**src/rtl/uart_pkg.sv**
```systemverilog
// Shared types and helpers for the oversampled UART receiver.
package uart_pkg;

    typedef enum logic [2:0] {
        IDLE   = 3'd0,
        START  = 3'd1,
        DATA   = 3'd2,
        PARITY = 3'd3,
        STOP   = 3'd4,
        BREAK  = 3'd5
    } uart_rx_state_t;

    // Tick count at which the start bit is re-checked: the middle of the bit period.
    function automatic int sample_mid(input int oversample);
        return oversample / 2 - 1;
    endfunction

endpackage

```
**src/rtl/sync_2ff.sv**
```systemverilog
// Two-flop synchroniser for asynchronous inputs; width and reset value are parameters.
module sync_2ff #(
    parameter int               WIDTH     = 1,
    parameter logic [WIDTH-1:0] RESET_VAL = '0
) (
    input  logic             clk,
    input  logic             rst_n,
    input  logic [WIDTH-1:0] d,
    output logic [WIDTH-1:0] q
);

    logic [WIDTH-1:0] meta;

    always_ff @(posedge clk or negedge rst_n) begin
        if (!rst_n) begin
            meta <= RESET_VAL;
            q    <= RESET_VAL;
        end else begin
            meta <= d;
            q    <= meta;
        end
    end

endmodule

```
**src/rtl/uart_rx_oversampled.sv**
```systemverilog
// UART receiver: finds the start bit on the oversampled tick, samples each bit at its
// centre, and presents completed words with framing/parity/overrun status.
module uart_rx_oversampled
    import uart_pkg::*;
#(
    parameter int DATA_BITS  = 8,
    parameter int OVERSAMPLE = 16,
    parameter int PARITY_EN  = 0,
    parameter int PARITY_ODD = 0,
    parameter int STOP_BITS  = 1
) (
    input  logic                 clk,
    input  logic                 rst_n,
    input  logic                 baud_tick,
    input  logic                 rx,
    output logic [DATA_BITS-1:0] rx_data,
    output logic                 rx_valid,
    input  logic                 rx_ready,
    output logic                 frame_err,
    output logic                 parity_err,
    output logic                 overrun,
    output logic                 busy,
    output uart_rx_state_t       dbg_state
);

    localparam int TW = $clog2(OVERSAMPLE);
    localparam int BW = $clog2(DATA_BITS + 1);
    localparam logic [TW-1:0] T_LAST    = TW'(OVERSAMPLE - 1);
    localparam logic [TW-1:0] T_MID     = TW'(sample_mid(OVERSAMPLE));
    localparam logic [BW-1:0] DB_LAST   = BW'(DATA_BITS - 1);
    localparam logic [BW-1:0] STOP_LAST = BW'(STOP_BITS - 1);
    localparam logic          ODD       = (PARITY_ODD != 0);

    logic rx_s;
    logic rx_s_d;
    logic fall;

    uart_rx_state_t        state_q, state_d;
    logic [TW-1:0]         tcnt_q, tcnt_d, tcnt_inc;
    logic [BW-1:0]         bcnt_q, bcnt_d;
    logic [DATA_BITS-1:0]  shreg_q, shreg_d;
    logic                  perr_q, perr_d;
    logic                  ferr_q, ferr_d;
    logic                  done_q, done_d;

    sync_2ff #(
        .WIDTH     (1),
        .RESET_VAL (1'b1)
    ) u_rx_sync (
        .clk   (clk),
        .rst_n (rst_n),
        .d     (rx),
        .q     (rx_s)
    );

    assign fall     = rx_s_d & ~rx_s;
    assign tcnt_inc = (tcnt_q == T_LAST) ? '0 : tcnt_q + 1'b1;

    always_ff @(posedge clk or negedge rst_n) begin
        if (!rst_n) begin
            rx_s_d  <= 1'b1;
            state_q <= IDLE;
            tcnt_q  <= '0;
            bcnt_q  <= '0;
            shreg_q <= '0;
            perr_q  <= 1'b0;
            ferr_q  <= 1'b0;
            done_q  <= 1'b0;
        end else begin
            rx_s_d  <= rx_s;
            state_q <= state_d;
            tcnt_q  <= tcnt_d;
            bcnt_q  <= bcnt_d;
            shreg_q <= shreg_d;
            perr_q  <= perr_d;
            ferr_q  <= ferr_d;
            done_q  <= done_d;
        end
    end

    // bcnt counts data bits in DATA and stop bits in STOP; done_d marks the final stop sample.
    always_comb begin
        state_d = state_q;
        tcnt_d  = tcnt_q;
        bcnt_d  = bcnt_q;
        shreg_d = shreg_q;
        perr_d  = perr_q;
        ferr_d  = ferr_q;
        done_d  = 1'b0;
        case (state_q)
            IDLE: begin
                if (fall) begin
                    state_d = START;
                    tcnt_d  = '0;
                    bcnt_d  = '0;
                    perr_d  = 1'b0;
                    ferr_d  = 1'b0;
                end
            end
            START: begin
                if (baud_tick) begin
                    if (tcnt_q == T_MID) begin
                        if (rx_s) begin
                            state_d = IDLE;
                        end else begin
                            state_d = DATA;
                            tcnt_d  = '0;
                        end
                    end else begin
                        tcnt_d = tcnt_inc;
                    end
                end
            end
            DATA: begin
                if (baud_tick) begin
                    tcnt_d = tcnt_inc;
                    if (tcnt_q == T_LAST) begin
                        shreg_d = {rx_s, shreg_q[DATA_BITS-1:1]};
                        if (bcnt_q == DB_LAST) begin
                            bcnt_d  = '0;
                            state_d = (PARITY_EN != 0) ? PARITY : STOP;
                        end else begin
                            bcnt_d = bcnt_q + 1'b1;
                        end
                    end
                end
            end
            PARITY: begin
                if (baud_tick) begin
                    tcnt_d = tcnt_inc;
                    if (tcnt_q == T_LAST) begin
                        perr_d  = ((^shreg_q) ^ rx_s) != ODD;
                        state_d = STOP;
                    end
                end
            end
            STOP: begin
                if (baud_tick) begin
                    tcnt_d = tcnt_inc;
                    if (tcnt_q == T_LAST) begin
                        if (!rx_s || bcnt_q == STOP_LAST) begin
                            ferr_d  = ~rx_s;
                            done_d  = 1'b1;
                            bcnt_d  = '0;
                            // A low stop means the line may be held low; wait it out in BREAK.
                            state_d = rx_s ? IDLE : BREAK;
                        end else begin
                            bcnt_d = bcnt_q + 1'b1;
                        end
                    end
                end
            end
            BREAK: begin
                if (rx_s) state_d = IDLE;
            end
            default: state_d = IDLE;
        endcase
    end

    // Handshake: a word transfers on any clk edge where rx_valid & rx_ready are both high.
    // rx_valid, once raised, stays high and rx_data/flags stay stable until that transfer.
    always_ff @(posedge clk or negedge rst_n) begin
        if (!rst_n) begin
            rx_data    <= '0;
            rx_valid   <= 1'b0;
            frame_err  <= 1'b0;
            parity_err <= 1'b0;
            overrun    <= 1'b0;
        end else begin
            overrun <= 1'b0;
            if (done_q) begin
                if (!rx_valid || rx_ready) begin
                    rx_data    <= shreg_q;
                    frame_err  <= ferr_q;
                    parity_err <= perr_q;
                    rx_valid   <= 1'b1;
                end else begin
                    overrun <= 1'b1;
                end
            end else if (rx_valid && rx_ready) begin
                rx_valid <= 1'b0;
            end
        end
    end

    assign busy      = (state_q != IDLE);
    assign dbg_state = state_q;

endmodule

```
**config.mk**
```make
export PLATFORM = sky130hd
export DESIGN_NAME = uart_rx_oversampled
export DESIGN_NICKNAME = d
export VERILOG_FILES = /design/src/rtl/uart_pkg.sv /design/src/rtl/sync_2ff.sv /design/src/rtl/uart_rx_oversampled.sv
export SDC_FILE = /design/constraint.sdc
export NUM_CORES = 1
export LEC_CHECK = 0
export CORE_MARGIN = 2
export CORE_UTILIZATION = 46
export DETAILED_ROUTE_END_ITERATION = 10
export GPL_TIMING_DRIVEN = 0
export PLACE_DENSITY_LB_ADDON = 0.12
export SYNTH_ARGS = -nofsm -noshare
export SYNTH_HDL_FRONTEND = slang
export SYNTH_SLANG_ARGS = --single-unit
```
**constraint.sdc**
```tcl
create_clock -name clk -period 2.35 [get_ports clk]
set_input_delay 0.235 -clock clk [delete_from_list [all_inputs] [get_ports clk]]
set_output_delay 0.235 -clock clk [all_outputs]
set_load 0.005 [all_outputs]
```
==> flow_summary_export.csv <==
group,metric,value,unit
timing,fin_crit_sh,85.7,%
worst_setup_path,crit_fanout,7,
synth,yosysMostFrequentCell,"dfrtp_1",
timing,period_needed,2.01,ns
clock_network,cts_hold_buf,0,
synth,netlist_top_cells_count,"dfrtp_1, mux2_2, nand2_1",
worst_setup_path,path_cells,"or3_2 -> clkdlybuf4s50_1",
clock_network,numCtsBuffers,5,
floorplanning,dieHeight,68.6,um
timing,worstMarginPinSlew,0.828,ns
timing,rsz0062_at_grt,"false",
synth,ys_top_cells_by_area,"dfrtp_1, mux2_2, dfstp_2",
clock_network,cts.reportedPaths.clkPinSlew,0.07,ns
synth,syn-instance-count,164,
synth,syn-cell-area,1920,sq um
floorplanning,rows,23,
routing,wl,3640,um
synth,ys_ff_latch,37,
placed_design,gp_congestion,0.908,
timing,fin_skew,0.00421,ns
global_routing,grt_first_pass_wirelength,6100,um
worst_setup_path,crit_type,"reg -> out",
global_routing,antenna_found_initial,0,
placed_design,dpl.hpwl,2650,um
clock_network,post_cts_buffers,0,
finish,nNetsFinal,199,
min_path,hp-class,"in -> async",
worst_setup_path,start_kind,"flip-flop",
worst_setup_path,endpoint_kind,"output pin",
timing,relSlewSlack,44.8,%
worst_setup_path,rr_startpoint,"bcnt_q[0]",
run,maxCapViolations,0,
synth,syn_nets,172,
synth,synth_warnings,0,
synth,synth_flop_cell,"dfrtp_1",
worst_setup_path,arrival,1.78,ns
finish,instances_no_fill,242,
clock_network,cts.sinks,37,
run_status,outcome,"finished clean",
power_and_ir_drop,power,0.00170,W
clock_network,cts_tree,"done",
routing,drc,0,
timing,hold_violations,0,
timing,final.setup.worst_slack,0.335,ns
global_routing,grt_pass1_vias,1305,
power_and_ir_drop,vdd_ir_drop_max,0.436,mV
routing,dr.pass1.iters,4,
power_and_ir_drop,leakage,1.03,nW
floorplanning,start_util,47.9,%
worst_setup_path,crit_start,"dbg_state[0]",
synth,synth-edff-count,0,
synth,synth_top_area_cell,"dfrtp_1",
timing,setup_viol,0,
routing,avgViaCountPerCell,5.52,
finish,drive_above_1_share,24.0,%
synth,synthArstFlopShare,100,%
worst_setup_path,cp.depth,2,
power_and_ir_drop,power.density,749,nW/um^2
global_routing,grt_max_degree,38,
placed_design,dpl_worst_slack,0.347,ns
worst_setup_path,cpPeakStageDelay,0.56,ns
finish,antenna_cells,0,
routing,drt-initial-drc-count,74,
worst_setup_path,crit_family,"simple AND/OR/NAND/NOR gates",
floorplanning,die_w,68.6,um
worst_setup_path,cp_slowest_cell,"or3_2",
clock_network,clock_latency,0.28,ns
global_routing,overflow,0,
clock_network,cts_root_buf,"clkbuf_8",
timing,slew_violations,0,
floorplanning,core_area,4000,sq um
worst_setup_path,required,2.12,ns
worst_setup_path,r2r_slack,0.46,ns
synth,synth.avg_cell_area,11.7,sq um
synth,synth_cell_types,55,
worst_setup_path,r2r-end,"bcnt_q[0]",
clock_network,cts-resized-gates,0,
placed_design,place_inst,234,
clock_network,cts.path.max_buffers,2,
routing,vias,1335,
floorplanning,num_io_pins,21,
routing,routedWlPerCell,15.0,um
placed_design,placement.io_buffers,20,
timing,finalSetupTns,0,ns
floorplanning,dieArea,4700,sq um
synth,synth_top_cell_area_share,44.4,%
worst_setup_path,critPathCapture,"busy",
global_routing,grt_use_total,17.8,%
finish,syn_to_final_growth,18.3,%
timing,max_freq,496,MHz
worst_setup_path,critPathBufInv,1,
clock_network,htree_num_levels,2,
synth,ys_seq_area_share,48.5,%
worst_setup_path,r2r_cells,6,
routing,ant_nets,0,
## logic make-up after synthesis
kind of cell,share of synthesized area (%)
fa+ha+maj,1.96
compound gates,14.6
flops,48.5
mux,12.9
simple gates,13.4
buf+inv,4.24
xor+xnor,4.37
## layout by cell type, fill, tap and decap left out, types with 4 or more instances in the layout
master	instances
dfrtp_1	34
inv_1	9
xnor2_1	6
clkbuf_8	6
o21ai_0	4
nand3_1	4
mux2_2	18
nand2_1	11
nor2_1	8
clkdlybuf4s50_1	19
## where the power goes
group          internal [W]  leakage, nW  switching, W
registers          0.000704        0.487     0.0000633
clock network      0.000238       0.0445      0.000219
logic              0.000236        0.496      0.000238
## layout make-up
class	count	area (sq um)
buffer	6	47.5
clock buffer	7	86.3
clock inverter	1	7.51
fill	343	1730
inverter	9	33.8
multi-input combinational	112	906
sequential	37	930
tap	50	62.6
timing repair buffer	20	195
## registers in the layout, indices dropped and copies added, names as in the netlist, 3 cells and up
| name | cells |
|---|---|
| bcnt_q | 4 |
| dbg_state | 3 |
| rx_data | 8 |
| shreg_q | 8 |
| tcnt_q | 4 |
## how the worst min path moves through the flow
stage | endpoint | depth (start not counted) | slack [ns] | startpoint
after global routing | dbg_state[1] | 1 | 0.10 | rst_n
final | dbg_state[1] | 1 | 0.05 | rst_n
after floorplan | bcnt_q[0] | 0 | -0.06 | rst_n
after detailed placement | u_rx_sync.q | 0 | 0.35 | u_rx_sync.meta
after global placement | u_rx_sync.q | 0 | 0.35 | u_rx_sync.meta
after CTS | frame_err | 1 | 0.07 | rst_n
## metrics by stage
step	hold WS [ns]	util, %	cell area, sq um
finish	0.0460	56.7	2270
detailed placement	0.347	54.4	2170
global placement	0.346	54.5	2180
CTS	0.0736	56.7	2270
floorplan	-0.0606	-	1920
global route	0.104	56.7	2270
## routing by layer
layer	track usage, %	part of all wire, %
met5	0	0
met4	6.00	1.1
met3	5.03	4.8
met2	27.2	47
met1	24.2	47
Power figures use the tool's default switching activity.
